<file path="src/rtl/exec_ctrl_pkg.sv">
// Shared constants for the execute-stage control logic.
// Latency: n/a (constants, types and a pure decode helper only).
// Backpressure: n/a.
package exec_ctrl_pkg;

    // ALU opcodes from the execute decoder that need the multi-cycle unit
    localparam logic [4:0] ALU_MUL   = 5'b00110;
    localparam logic [4:0] ALU_DIV   = 5'b00111;

    // Primary opcode field value of an R-type instruction
    localparam logic [4:0] OPC_RTYPE = 5'b00000;

    // Exception codes written to r30 when the multdiv unit faults
    localparam logic [31:0] RSTATUS_MUL = 32'd4;
    localparam logic [31:0] RSTATUS_DIV = 32'd5;

    // Sequencer states
    typedef enum logic [1:0] {
        ST_IDLE = 2'd0,
        ST_WAIT = 2'd1,
        ST_DONE = 2'd2
    } md_state_t;

    // True for the two ALU opcodes that are routed to the multdiv unit
    function automatic logic is_md_op(input logic [4:0] op);
        return (op == ALU_MUL) || (op == ALU_DIV);
    endfunction

endpackage

</file>
<file path="src/rtl/md_timeout_counter.sv">
// Saturating WAIT-cycle counter with a timeout strobe.
// Latency: hit is combinational from the current count and enable.
// Backpressure: none; clear wins over enable, count holds at the limit.
module md_timeout_counter #(
    parameter int TIMEOUT_CYCLES = 40
) (
    input  logic clock,
    input  logic reset,
    input  logic clear,
    input  logic enable,
    output logic hit
);
    localparam int CW = $clog2(TIMEOUT_CYCLES + 1);
    localparam logic [CW-1:0] LIMIT = CW'(TIMEOUT_CYCLES);

    logic [CW-1:0] r_count;
    logic [CW-1:0] w_count_nxt;

    // The count after this cycle, saturating at LIMIT so it can never wrap.
    // hit means "this enabled cycle is the TIMEOUT_CYCLES-th one", so the
    // caller can leave its wait state on exactly that cycle.
    always_comb begin
        w_count_nxt = (r_count == LIMIT) ? r_count : r_count + CW'(1);
        hit         = enable && (w_count_nxt == LIMIT);
    end

    // Count register: cleared on a new operation, advanced while waiting
    always_ff @(posedge clock or posedge reset) begin
        if (reset) begin
            r_count <= '0;
        end else if (clear) begin
            r_count <= '0;
        end else if (enable) begin
            r_count <= w_count_nxt;
        end
    end

endmodule

</file>
<file path="src/rtl/multdiv_sequencer.sv">
// Sequences mul/div through the multi-cycle unit and stalls the front end.
// Latency: start pulse in the detect cycle, result presented one cycle after rdy.
// Backpressure: stall held from detect until the result (or timeout) is taken.
module multdiv_sequencer
    import exec_ctrl_pkg::*;
#(
    parameter int TIMEOUT_CYCLES = 40
) (
    input  logic        clock,
    input  logic        reset,
    input  logic        ex_valid,
    input  logic        ex_rtype,
    input  logic [4:0]  ALU_opcode,
    input  logic        flush,
    input  logic        md_result_rdy,
    input  logic        md_exception,
    input  logic [31:0] md_result,
    output logic        ctrl_MULT,
    output logic        ctrl_DIV,
    output logic        stall,
    output logic        md_wb_valid,
    output logic [31:0] md_wb_data,
    output logic        md_exc_valid,
    output logic [31:0] rstatus_code,
    output logic        busy
);

    md_state_t   r_state;
    md_state_t   w_state_nxt;
    logic        r_is_div;
    logic        r_exc;
    logic [31:0] r_data;

    logic        w_detect;
    logic        w_cnt_clr;
    logic        w_cnt_en;
    logic        w_hit;
    logic        w_cap_res;
    logic        w_cap_timeout;

    md_timeout_counter #(
        .TIMEOUT_CYCLES (TIMEOUT_CYCLES)
    ) u_timeout (
        .clock  (clock),
        .reset  (reset),
        .clear  (w_cnt_clr),
        .enable (w_cnt_en),
        .hit    (w_hit)
    );

    // Next-state and output decode; outputs are zero unless a state drives them
    always_comb begin
        w_detect      = ex_valid & ex_rtype & is_md_op(ALU_opcode) & ~flush;
        w_state_nxt   = r_state;
        ctrl_MULT     = 1'b0;
        ctrl_DIV      = 1'b0;
        stall         = 1'b0;
        md_wb_valid   = 1'b0;
        md_wb_data    = 32'd0;
        md_exc_valid  = 1'b0;
        rstatus_code  = 32'd0;
        w_cnt_clr     = 1'b0;
        w_cnt_en      = 1'b0;
        w_cap_res     = 1'b0;
        w_cap_timeout = 1'b0;

        case (r_state)
            ST_IDLE: begin
                // Unit result handshakes seen here are stale and ignored
                if (w_detect) begin
                    ctrl_MULT   = (ALU_opcode == ALU_MUL);
                    ctrl_DIV    = (ALU_opcode == ALU_DIV);
                    stall       = 1'b1;
                    w_cnt_clr   = 1'b1;
                    w_state_nxt = ST_WAIT;
                end
            end
            ST_WAIT: begin
                stall    = 1'b1;
                w_cnt_en = 1'b1;
                // A kill outranks a result arriving in the same cycle
                if (flush) begin
                    w_state_nxt = ST_IDLE;
                end else if (md_result_rdy) begin
                    w_cap_res   = 1'b1;
                    w_state_nxt = ST_DONE;
                end else if (w_hit) begin
                    w_cap_timeout = 1'b1;
                    w_state_nxt   = ST_DONE;
                end
            end
            ST_DONE: begin
                // X still holds the completing mul/div, so detect is not looked at
                md_wb_valid  = 1'b1;
                md_wb_data   = r_data;
                md_exc_valid = r_exc;
                if (r_exc) begin
                    rstatus_code = r_is_div ? RSTATUS_DIV : RSTATUS_MUL;
                end
                w_state_nxt  = ST_IDLE;
            end
            default: begin
                w_state_nxt = ST_IDLE;
            end
        endcase

        // The detect-cycle outputs are Mealy; drop them while reset is held
        if (reset) begin
            ctrl_MULT = 1'b0;
            ctrl_DIV  = 1'b0;
            stall     = 1'b0;
        end

        busy = (r_state != ST_IDLE);
    end

    // State register
    always_ff @(posedge clock or posedge reset) begin
        if (reset) begin
            r_state <= ST_IDLE;
        end else begin
            r_state <= w_state_nxt;
        end
    end

    // Operation type, result and exception flag captured for the DONE cycle
    always_ff @(posedge clock or posedge reset) begin
        if (reset) begin
            r_is_div <= 1'b0;
            r_exc    <= 1'b0;
            r_data   <= 32'd0;
        end else begin
            if (w_cnt_clr) begin
                r_is_div <= (ALU_opcode == ALU_DIV);
                r_exc    <= 1'b0;
            end
            if (w_cap_res) begin
                r_data <= md_result;
                r_exc  <= md_exception;
            end else if (w_cap_timeout) begin
                r_data <= 32'd0;
                r_exc  <= 1'b1;
            end
        end
    end

endmodule
</file>
<file path="config.mk">
export PLATFORM = sky130hd
export DESIGN_NAME = multdiv_sequencer
export DESIGN_NICKNAME = d
export VERILOG_FILES = /design/src/rtl/exec_ctrl_pkg.sv /design/src/rtl/md_timeout_counter.sv /design/src/rtl/multdiv_sequencer.sv
export SDC_FILE = /design/constraint.sdc
export NUM_CORES = 1
export LEC_CHECK = 0
export ABC_AREA = 1
export BUFFER_PORTS_ARGS = -buffer_cell sky130_fd_sc_hd__buf_2
export CORE_AREA = 10 10 85 87
export CTS_BUF_LIST = sky130_fd_sc_hd__clkbuf_16
export DETAILED_ROUTE_END_ITERATION = 16
export DIE_AREA = 0 0 95 97
export GPL_ROUTABILITY_DRIVEN = 1
export HOLD_SLACK_MARGIN = 0.05
export PLACE_DENSITY = 0.86
export SETUP_SLACK_MARGIN = 0.1
export SYNTH_ARGS = -nofsm -noshare
export SYNTH_HDL_FRONTEND = slang
export SYNTH_SLANG_ARGS = --single-unit
</file>
<file path="constraint.sdc">
create_clock -name clock -period 2.5 [get_ports clock]
set_clock_uncertainty 0.2 [all_clocks]
set_input_delay 0 -clock clock [delete_from_list [all_inputs] [get_ports clock]]
set_output_delay 0 -clock clock [all_outputs]
set_load 0.005 [all_outputs]
</file>
==> flow_metrics.tcl <==
set metrics [dict create \
    endpoint_kind "flip-flop" \
    cts_buffers 5 \
    cts_setup_buffers 0 \
    first_pass_iters 4 \
    pwr-share-seq_pct 47.1 \
    wl_per_cell_um 13.9 \
    htree_levels 2 \
    drt_wl_total_mm 7.17 \
    reg2reg_slack_ns 0.27 \
    status "complete, no violations" \
    yosysTopAreaCell "dfrtp_1" \
    gr-total-overflow 0 \
    worst_slew_margin_rel_pct 41.4 \
    syn_area_per_cell_um2 7.78 \
    r2r_end "r_data[3]$_DFFE_PP0P_" \
    wl_met3_um 507 \
    synth_adder_area_share_pct 0.983 \
    min_period_ns 2.23 \
    postPlaceCellArea_mm2 0.00289 \
    crit_family "simple AND/OR/NAND/NOR gates" \
    syn_area_mm2 0.00254 \
    wl_met2_mm 3.90 \
    layout-drive-gt1-share_pct 29.7 \
    synth.distinct_cells 27 \
    intPower_mw 1.25 \
    setup_viol 0 \
    cp_common_cell "nand2_1" \
    die_h_um 97 \
    fmax_ghz 0.448 \
    vias 2338 \
    cap_violations 0 \
    yosys.area_share.simple_pct 35.4 \
    crit_chain "inv_1 -> ha_1 -> nand2_1 -> nor2_1 -> nand2_1 -> nand2_1 -> nand3_1 -> nor2_4 -> nand3_4 -> nand3_1 -> nand2_1" \
    critPathArrivalTime_ns 2.19 \
    top_layer "met4" \
    required_ns 2.46 \
    min_delay_path_depth 4 \
    initial_core_util_pct 46.5 \
    synth_compound_area_share_pct 2.21 \
    portBuffers 83 \
    vias_per_cell 4.53 \
    synth_xor_area_share_pct 0.688 \
    min_to "r_state[0]$_DFFE_PP0P_" \
    synth-main-ff-cell "dfrtp_1" \
    ff2ff_path_depth 11 \
    powerDensity_mw_per_mm2 506 \
    hold_path_class "in -> reg" \
    power.leakage_nw 1.85 \
    start_kind "flip-flop" \
    met1_length_mm 2.69 \
    yosysSeqAreaShare_pct 41.3 \
    synth_edf_count 0 \
    antennaDiodeCount 0 \
    path_class "reg -> reg" \
    cts.path.max_buffers 2 \
    clock_sinks 42 \
    hold_path.startpoint "flush" \
    synth_cells 327 \
    synth_top_family_by_area "simple AND/OR/NAND/NOR gates" \
    timing.final.hold_violations 0 \
    fin_tns_setup_ns 0 \
    dieArea_mm2 0.00922 \
    slowest_delay_ns 0.43 \
    swShare_pct 27.7 \
    cp_slowest_cell "dfrtp_1" \
    yosys.cell_count.top_type "nand2_1" \
    drv_slew 0 \
    grt_max_degree 43 \
    grt_pass1_vias 2416 \
    synth.top_cell.area_share_pct 41.3 \
    synthMuxAreaShare_pct 0 \
    switching_power_mw 0.478 \
    hpwlAfterDp_mm 4.73 \
    route.detailed.drc 0 \
    core_area_mm2 0.00547 \
    area_delta_synth_final_pct 33.8 \
    critical_path.n_buffers_inverters 1 \
    ys_ff_latch 42 \
    nets 491 \
    grt_use_total_pct 14.9 \
    die_x_um 95 \
    crit-reg2reg-launch "u_timeout.r_count[0]$_DFFE_PP0N_" \
    synth_warnings 0 \
    fin_crit_sh_pct 89.3 \
    grt_antenna_before_repair 0 \
    final_cell_area_mm2 0.00341 \
    gp_congestion 0.845 \
    clkTransAtPathRegs_ns 0.06 \
    yosys-top-cells-area "dfrtp_1, nand2_1, nand3_2" \
    clkLatencyLatePin_ns 0.27 \
    tightest_slew_ns 0.878 \
    rows 27 \
    ctsRootBufferMaster "clkbuf_16" \
    fillCellCount 481 \
    first_iter_violations 130 \
    yosys-top-cells-count "nand2_1, inv_1, dfrtp_1, nor2_1, buf_4" \
    io_pins 114 \
    pwr-share-clk_pct 33.8 \
    cts_tree "yes" \
    rsz0062_at_grt "yes" \
    grt_pass1_wl_mm 11.4 \
    postRouteAntennaNets 0 \
    cp-startpoint "u_timeout.r_count[0]$_DFFE_PP0N_" \
    worstPathMaxFanout 17 \
    async_reset_ff_share_pct 100 \
    ir_worst_vdd_v 0.000435 \
    p_comb_share_pct 19.1 \
]
cells in the final DEF (no fill, tap or decap), drive strengths merged:
| cell | count |
|---|---|
| buf | 87 |
| a21oi | 2 |
| ha | 2 |
| dfrtp | 42 |
| inv | 49 |
| dlygate4sd3 | 37 |
| conb | 30 |
| xor2 | 2 |
| clkbuf | 5 |
| nand2 | 87 |
| nor3 | 4 |
| nor2 | 43 |
| o22ai | 3 |
| nand4 | 2 |
| nand3 | 42 |
| o21bai | 1 |
| o21ai | 4 |
| clkinv | 2 |
kinds of logic after synthesis:
group,count (synthesis)
buffers and inverters,93
and+or+nand+nor,177
other,1
adders and majority gates,2
DFF,42
xor gates and xnor gates,2
AOI/OAI and AO/OA,10
tightest hold or removal path, delay by kind of cell:
family / cells / cell delay (ns)
and+or+nand+nor: 3 / 0.40
buffers and inverters: 1 / 0.12
power groups by stage:
stage	sequential (mW)	clock, mW	combinational (mW)
floorplan	0.807	0	0.231
global placement	0.820	0	0.253
detailed placement	0.822	0	0.267
CTS	0.810	0.592	0.312
global route	0.821	0.620	0.374
finish	0.811	0.583	0.329
what timing repair did:
item                       CTS  global route
resized for setup            0             1
setup endpoints to repair    0            34
hold endpoints to repair    77             0
hold buffers                37             0
state kept, by name, summed over array words and instances (netlist names):
name / count
r_is_div: 1
r_data: 32
r_exc: 1
u_timeout.r_count: 6
r_state: 2
metrics by stage:
stage                     utilization, %  total power [mW]  instances  hold WS [ns]  worst slack, ns
after floorplan                        -              1.04        356        -0.172            0.668
after global placement              52.8              1.07        472     0.0000542            0.300
after detailed placement            52.8              1.09        472       0.00426            0.163
after CTS                           61.9              1.71        515        0.0502            0.138
after global routing                62.2              1.82        516         0.125           0.0801
final                               62.2              1.72        516        0.0871            0.267
how the worst max path moves through the flow:
stage / endpoint / cells past startpoint / slack, ns
after floorplan: r_data[16]$_DFFE_PP0P_ / 12 / 0.67
after global placement: r_data[5]$_DFFE_PP0P_ / 11 / 0.30
after detailed placement: r_data[3]$_DFFE_PP0P_ / 11 / 0.16
after CTS: r_data[9]$_DFFE_PP0P_ / 11 / 0.14
after global routing: r_data[6]$_DFFE_PP0P_ / 11 / 0.08
final: r_data[3]$_DFFE_PP0P_ / 11 / 0.27
layout make-up:
| type | instances | area (um^2) | share of cell area [%] |
|---|---|---|---|
| clock inverter | 1 | 3.75 | 0.110 |
| sequential | 42 | 1050 | 30.9 |
| tap | 72 | 90.1 | 2.65 |
| multi-input combinational | 222 | 1130 | 33.2 |
| inverter | 50 | 188 | 5.51 |
| clock buffer | 5 | 125 | 3.67 |
| timing repair buffer | 124 | 816 | 24.0 |
routing by layer:
metal	track usage, %	vias up
met2	28.2	80
met4	2.63	0
met5	0	-
li1	-	1159
met1	15.8	1088
met3	4.01	11
Note: power is estimated with default switching activity, not from simulation.
